$ cat src/rtl/param_bus_pkg.sv
// Register map, status layout and stall timing shared by the
// parameter command queue and its FIFO.
package param_bus_pkg;

    localparam logic [3:0] OFF_ID     = 4'h0;
    localparam logic [3:0] OFF_VALUE  = 4'h4;
    localparam logic [3:0] OFF_STATUS = 4'h8;
    localparam logic [3:0] OFF_CTRL   = 4'hC;

    localparam int STS_FULL    = 0;
    localparam int STS_EMPTY   = 1;
    localparam int STS_OVF     = 2;
    localparam int STS_DONE    = 3;
    localparam int STS_CNT_LSB = 8;

    localparam int STALL_TIMEOUT = 1024;
    localparam int STALL_W       = $clog2(STALL_TIMEOUT);

    typedef struct packed {
        logic [7:0]  id;
        logic [31:0] value;
    } cmd_t;

    typedef enum logic [1:0] {
        BUS_IDLE,
        BUS_ACK,
        BUS_STALL
    } bus_state_t;

    function automatic logic [31:0] status_word(
        input logic [7:0] cnt,
        input logic       done,
        input logic       ovf,
        input logic       empty,
        input logic       full
    );
        logic [31:0] w;
        w = '0;
        w[STS_CNT_LSB +: 8] = cnt;
        w[STS_DONE]         = done;
        w[STS_OVF]          = ovf;
        w[STS_EMPTY]        = empty;
        w[STS_FULL]         = full;
        return w;
    endfunction

endpackage

$ cat src/rtl/sync_fifo.sv
// First-word-fall-through FIFO; flush beats push and pop,
// and a push into a full FIFO is allowed when a pop frees the slot.
module sync_fifo
    import param_bus_pkg::*;
#(
    parameter int WIDTH = $bits(cmd_t),
    parameter int DEPTH = 8
) (
    input  logic                     clk,
    input  logic                     rst,
    input  logic                     push,
    input  logic                     pop,
    input  logic                     flush,
    input  logic [WIDTH-1:0]         wdata,
    output logic [WIDTH-1:0]         rdata,
    output logic                     full,
    output logic                     empty,
    output logic [$clog2(DEPTH):0]   count
);

    localparam int AW = $clog2(DEPTH);
    localparam logic [AW:0] FULL_CNT = (AW + 1)'(DEPTH);

    logic [WIDTH-1:0] mem [DEPTH];
    logic [AW-1:0]    wr_ptr;
    logic [AW-1:0]    rd_ptr;
    logic             do_push;
    logic             do_pop;

    assign empty   = (count == '0);
    assign full    = (count == FULL_CNT);
    assign do_pop  = pop && !empty && !flush;
    assign do_push = push && (!full || do_pop) && !flush;
    assign rdata   = mem[rd_ptr];

    always_ff @(posedge clk) begin
        if (do_push)
            mem[wr_ptr] <= wdata;
    end

    always_ff @(posedge clk or posedge rst) begin
        if (rst) begin
            wr_ptr <= '0;
            rd_ptr <= '0;
            count  <= '0;
        end else if (flush) begin
            wr_ptr <= '0;
            rd_ptr <= '0;
            count  <= '0;
        end else begin
            if (do_push)
                wr_ptr <= wr_ptr + 1'b1;
            if (do_pop)
                rd_ptr <= rd_ptr + 1'b1;
            count <= count + (AW + 1)'(do_push)
                           - (AW + 1)'(do_pop);
        end
    end

endmodule

$ cat src/rtl/param_cmd_queue.sv
// picorv32-bus register window that queues {id, value} parameter
// commands for a downstream consumer, with drain-done interrupt.
module param_cmd_queue
    import param_bus_pkg::*;
#(
    parameter logic [31:0] BASE_ADDR = 32'h0000_8100,
    parameter int          DEPTH     = 8
) (
    input  logic        clk,
    input  logic        rst,
    input  logic        mem_valid,
    input  logic [31:0] mem_addr,
    input  logic [31:0] mem_wdata,
    input  logic [3:0]  mem_wstrb,
    output logic        sel,
    output logic        mem_ready,
    output logic [31:0] mem_rdata,
    output logic        out_valid,
    input  logic        out_ready,
    output logic [7:0]  out_id,
    output logic [31:0] out_value,
    output logic        irq
);

    localparam int CW = $clog2(DEPTH) + 1;

    bus_state_t         state;
    logic [STALL_W-1:0] stall_cnt;
    logic [7:0]         id_reg;
    logic               irq_en;
    logic               done;
    logic               overflow;

    logic [31:0]   offs;
    logic          in_win;
    logic          start;
    logic          is_id, is_val, is_sts, is_ctl;
    logic          val_wr, sts_rd;
    logic          pop, push, flush;
    logic          abort, done_set;
    logic          full, empty;
    logic [CW-1:0] count;
    logic [7:0]    count8;
    cmd_t          wcmd, head;
    logic [31:0]   rd_mux;

    // Unsigned wrap makes addresses below the base fall outside too.
    assign offs   = mem_addr - BASE_ADDR;
    assign in_win = (offs < 32'd16);
    assign sel    = mem_valid && in_win;
    assign start  = sel && (state == BUS_IDLE);

    assign is_id  = (offs[3:2] == OFF_ID[3:2]);
    assign is_val = (offs[3:2] == OFF_VALUE[3:2]);
    assign is_sts = (offs[3:2] == OFF_STATUS[3:2]);
    assign is_ctl = (offs[3:2] == OFF_CTRL[3:2]);

    assign val_wr = start && is_val && (mem_wstrb == 4'hF);
    assign sts_rd = start && is_sts && (mem_wstrb == 4'h0);
    assign flush  = start && is_ctl && mem_wstrb[0]
                    && mem_wdata[1];

    assign out_valid = !empty;
    assign pop       = out_valid && out_ready;
    assign push      = (val_wr && (!full || pop))
                       || ((state == BUS_STALL) && pop);

    assign abort = (state == BUS_STALL) && !pop
                   && (stall_cnt == STALL_W'(STALL_TIMEOUT - 1));
    assign done_set = pop && (count == CW'(1))
                      && !push && !flush;

    assign wcmd      = {id_reg, mem_wdata};
    assign out_id    = head.id;
    assign out_value = head.value;
    assign count8    = 8'(count);

    always_comb begin
        rd_mux = '0;
        unique case (1'b1)
            is_id:   rd_mux = {24'h0, id_reg};
            is_sts:  rd_mux = status_word(count8, done,
                                          overflow, empty, full);
            is_ctl:  rd_mux = {31'h0, irq_en};
            default: rd_mux = '0;
        endcase
    end

    sync_fifo #(
        .WIDTH ($bits(cmd_t)),
        .DEPTH (DEPTH)
    ) u_fifo (
        .clk   (clk),
        .rst   (rst),
        .push  (push),
        .pop   (pop),
        .flush (flush),
        .wdata (wcmd),
        .rdata (head),
        .full  (full),
        .empty (empty),
        .count (count)
    );

    always_ff @(posedge clk or posedge rst) begin
        if (rst) begin
            state     <= BUS_IDLE;
            stall_cnt <= '0;
            id_reg    <= '0;
            irq_en    <= 1'b0;
            done      <= 1'b0;
            overflow  <= 1'b0;
            mem_ready <= 1'b0;
            mem_rdata <= '0;
            irq       <= 1'b0;
        end else begin
            mem_ready <= 1'b0;
            mem_rdata <= '0;
            irq       <= irq_en && done;
            done      <= done_set || (done && !sts_rd);
            overflow  <= abort || (overflow && !sts_rd);
            unique case (state)
                BUS_IDLE: begin
                    if (start) begin
                        if (val_wr && full && !pop) begin
                            state     <= BUS_STALL;
                            stall_cnt <= '0;
                        end else begin
                            state     <= BUS_ACK;
                            mem_ready <= 1'b1;
                            if (mem_wstrb == 4'h0)
                                mem_rdata <= rd_mux;
                        end
                        if (is_id && mem_wstrb[0])
                            id_reg <= mem_wdata[7:0];
                        if (is_ctl && mem_wstrb[0])
                            irq_en <= mem_wdata[0];
                    end
                end
                BUS_ACK: state <= BUS_IDLE;
                BUS_STALL: begin
                    if (pop || abort) begin
                        state     <= BUS_ACK;
                        mem_ready <= 1'b1;
                    end else begin
                        stall_cnt <= stall_cnt + 1'b1;
                    end
                end
                default: state <= BUS_IDLE;
            endcase
        end
    end

endmodule

$ cat config.mk
export PLATFORM = sky130hd
export DESIGN_NAME = param_cmd_queue
export DESIGN_NICKNAME = d
export VERILOG_FILES = /design/src/rtl/param_bus_pkg.sv /design/src/rtl/sync_fifo.sv /design/src/rtl/param_cmd_queue.sv
export SDC_FILE = /design/constraint.sdc
export NUM_CORES = 1
export LEC_CHECK = 0
export CAP_MARGIN = 20
export CORE_ASPECT_RATIO = 1.75
export CORE_UTILIZATION = 44
export DETAILED_ROUTE_END_ITERATION = 10
export GPL_ROUTABILITY_DRIVEN = 0
export GPL_TIMING_DRIVEN = 0
export MAX_ROUTING_LAYER = met4
export PLACE_DENSITY = 0.76
export SKIP_LAST_GASP = 1
export SYNTH_ARGS = -nofsm -noshare
export SYNTH_HDL_FRONTEND = slang
export SYNTH_SLANG_ARGS = --single-unit
$ cat constraint.sdc
create_clock -name clk -period 16.7 [get_ports clk]
set_input_delay 4.175 -clock clk [delete_from_list [all_inputs] [get_ports clk]]
set_output_delay 4.175 -clock clk [all_outputs]
set_load 0.02 [all_outputs]
==> flow_metrics.env, run 1 <==
export IMPL_status="finished, final reports clean"
export IMPL_slew_viol_final=0
export IMPL_p_leak_nw=6.37
export IMPL_largest_register="u_fifo.mem"
export IMPL_portBuffers=122
export IMPL_drc=0
export IMPL_cts_buffers=30
export IMPL_post_route_period_util=0.680
export IMPL_max_freq_ghz=0.0881
export IMPL_ys_flop_type="edfxtp_1"
export IMPL_postCtsHoldBufs=0
export IMPL_yosysSeqAreaShare=0.719
export IMPL_grt_pass1_wl_mm=47.3
export IMPL_setup_viol=0
export IMPL_synth_area_leaders="edfxtp_1 64%, mux4_2 12%, dfrtp_1 7.8%, mux2_2 3.8%, buf_4 1.1%"
export IMPL_fin_skew_ns=0.00987
export IMPL_grt_pass1_vias=8274
export IMPL_critical_path_class="in -> out"
export IMPL_yosysTopAreaCellShare=0.640
export IMPL_hold_path_class="reg -> reg"
export IMPL_start_util=0.446
export IMPL_core_area_um2=33600
export IMPL_viasPerCell=5.36
export IMPL_wl_mm=30.9
export IMPL_post_drt_wl_per_cell_um=21.1
export IMPL_drt_iter0_drc=534
export IMPL_instances_no_fill=1463
export IMPL_reg2reg_slack_ns=13.40
export IMPL_crit_arrival_ns=7.18
export IMPL_cts_clk_slew_worst_paths_ns=0.06
export IMPL_vias=7840
export IMPL_worst_pin_slew_ns=1.05
export IMPL_rsz0062_at_grt="false"
export IMPL_power_total_mw=2.40
export IMPL_final_nets=1066
export IMPL_synth_edf_count=320
export IMPL_slew_headroom=0.296
export IMPL_drive_gt1_frac=0.267
export IMPL_netlist_area_um2=15000
export IMPL_cts_path_max_buffers=3
export IMPL_fin_setup_tns_ns=0
export IMPL_grtUsageTotal=0.188
export IMPL_vdd_drop_max_uv=75.9
export IMPL_ys_ff_latch=367
export IMPL_hpwl_mm=21.3
export IMPL_clkSinkCount=367
export IMPL_drv_cap=0
export IMPL_required_ns=12.52
export IMPL_r2r_start="u_fifo.count[2]$_DFF_PP0_"
export IMPL_areaGrowthSynthToFinish_pct=22.0
export IMPL_dieHeight_um=246
export IMPL_synth_area_per_cell_um2=19.3
export IMPL_cp_end_kind="output pin"
export IMPL_yosysTopAreaCell="edfxtp_1"
export IMPL_dp_cells=1407
export IMPL_num_io_pins=148
export IMPL_powerDensity_nw_per_um2=131
export IMPL_period_needed_ns=11.35
export IMPL_netlist_instances=778
export IMPL_async_flop_share=0.128
export IMPL_cts_root_buf="clkbuf_16"
export IMPL_diodes=0
export IMPL_setup_worst_path_end="sel"
export IMPL_reg_top3="u_fifo.mem: 320 flops, mem_rdata: 12 flops, stall_cnt: 10 flops"
export IMPL_startpoint_type="primary input"
export IMPL_reg2reg_depth=11
export IMPL_synth_cell_types=70
export IMPL_cts_tree="built"
export IMPL_final_fill_count=2635
export IMPL_clkLatencyLatePin_ns=0.56
export IMPL_post_cts_buffers=0
export IMPL_postLayoutCoreUtil=0.544
export IMPL_grt_ovfl_total=0
export IMPL_drtPass1Iterations=5
export IMPL_yosysWarnings=0
export IMPL_hold_violations=0
export IMPL_largest_reg_flops=320
export IMPL_grt_max_degree=35
export IMPL_die_area_um2=34900
export IMPL_timing_rr_end="u_fifo.mem[6][12]$_DFFE_PP_"
export IMPL_rows=89
export IMPL_die_x_um=142
export IMPL_drt_antenna_violating_nets=0
export IMPL_cts_resized=0
export IMPL_critPathMaxFanout=5
export IMPL_crit_start="mem_addr[9]"
export IMPL_htree_levels=1
export IMPL_antenna_found_initial=0
==> worst min path at each step <==
stage	from	endpoint	slack, ns	cells after the start
after floorplan	irq_en$_DFFE_PP0P_	irq$_DFF_PP0_	0.47	1
after global placement	stall_cnt[1]$_DFFE_PP0P_	stall_cnt[1]$_DFFE_PP0P_	0.49	1
after detailed placement	stall_cnt[1]$_DFFE_PP0P_	stall_cnt[1]$_DFFE_PP0P_	0.50	1
after CTS	stall_cnt[1]$_DFFE_PP0P_	stall_cnt[1]$_DFFE_PP0P_	0.52	1
after global routing	done$_DFF_PP0_	irq$_DFF_PP0_	0.52	1
final	stall_cnt[1]$_DFFE_PP0P_	stall_cnt[1]$_DFFE_PP0P_	0.51	1
==> kinds of logic after synthesis <==
family                     synth area share
xor gates and xnor gates            0.00642
AOI/OAI and AO/OA                    0.0198
muxes                                 0.164
buffers and inverters                0.0233
and+or+nand+nor                      0.0585
other                              0.000250
DFF                                   0.719
adders and majority gates           0.00884
==> stage by stage <==
step                hold slack [ns]  setup slack [ns]  area [um2]
finish                        0.512              5.35       18300
global route                  0.524              5.14       18300
global placement              0.494              1.83       16900
CTS                           0.516              5.33       18300
floorplan                     0.475              6.21       15100
detailed placement            0.501              5.35       17300
==> synthesized netlist by cell type, types with 3 or more instances <==
cell and n:
edfxtp_1 320, mux4_2 80, mux2_2 51, dfrtp_1 47, nor2_1 29, buf_4 22
clkbuf_1 21, nand2_1 20, nor3_1 19, inv_1 14, nand4_1 11, buf_1 10
a21oi_1 9, ha_1 9, and2_1 8, xor2_1 7, nand3_1 6, or3_1 6
mux2i_1 5, o21ai_0 5, and3_1 4, nor3b_1 4, nor4b_2 4, xnor2_1 4
and4_1 3, nor2b_1 3, nor4_1 3, nor4_2 3, or2_2 3
==> worst max-delay path: stages <==
cell and delay [ns]:
clkdlybuf4s50_1 0.44, nor4_1 0.53, a21boi_0 0.35, o31a_4 0.44
nor4b_2 0.26, nand4_2 0.19, inv_1 0.15, clkdlybuf4s50_1 0.63
==> area by class of cell <==
type	instances	area, um2	area share
clock inverters	12	96.3	0.00526
inverters	15	56.3	0.00308
well taps	455	569	0.0311
clock buffers	44	895	0.0489
plain buffers	54	293	0.0160
flip-flops and latches	367	10800	0.589
repair buffers	155	1620	0.0886
multi-input cells	361	3990	0.218
==> routing by layer <==
layer / GRT usage / share of wire / wire (um)
met1: 0.214 / 0.38 / 11800
met2: 0.337 / 0.55 / 16900
met3: 0.0237 / 0.045 / 1380
met4: 0.0661 / 0.028 / 877
met5: - / 0 / 0
==> where the power goes <==
group          internal (mW)  switching [mW]  total (mW)
Clock                  0.388           0.314       0.702
Combinational          0.349           0.345       0.694
Sequential              1.00         0.00467        1.01
Total                   1.74           0.663        2.40
==> cell usage in the layout, fill, tap and decap left out, types with 27 or more instances in the layout <==
cell and count:
clkdlybuf4s50_1 122, mux4_2 80, edfxtp_1 320, nor2_1 29, mux2_2 51, clkbuf_1 27, clkbuf_16 31, buf_4 27
dfrtp_1 47
Note: power is estimated with default switching activity, not from simulation.
==> run 2, diff against run 1 <==
==> constraint.sdc (replaced) <==
create_clock -name clk -period 11.49 [get_ports clk]
set_input_delay 2.8725 -clock clk [delete_from_list [all_inputs] [get_ports clk]]
set_output_delay 2.8725 -clock clk [all_outputs]
set_load 0.02 [all_outputs]
==> results of run 2 <==
Same layout as run 1 (identical final DEF). Status: finished, final reports clean.
Among the figures that moved: setup slack after placement 5.35 ns -> 2.75 ns; setup slack after layout 5.35 ns -> 2.74 ns; register-to-register setup slack 13.40 ns -> 8.19 ns; total power 2.40 mW -> 3.49 mW; worst IR drop on VDD 75.9 uV -> 110 uV
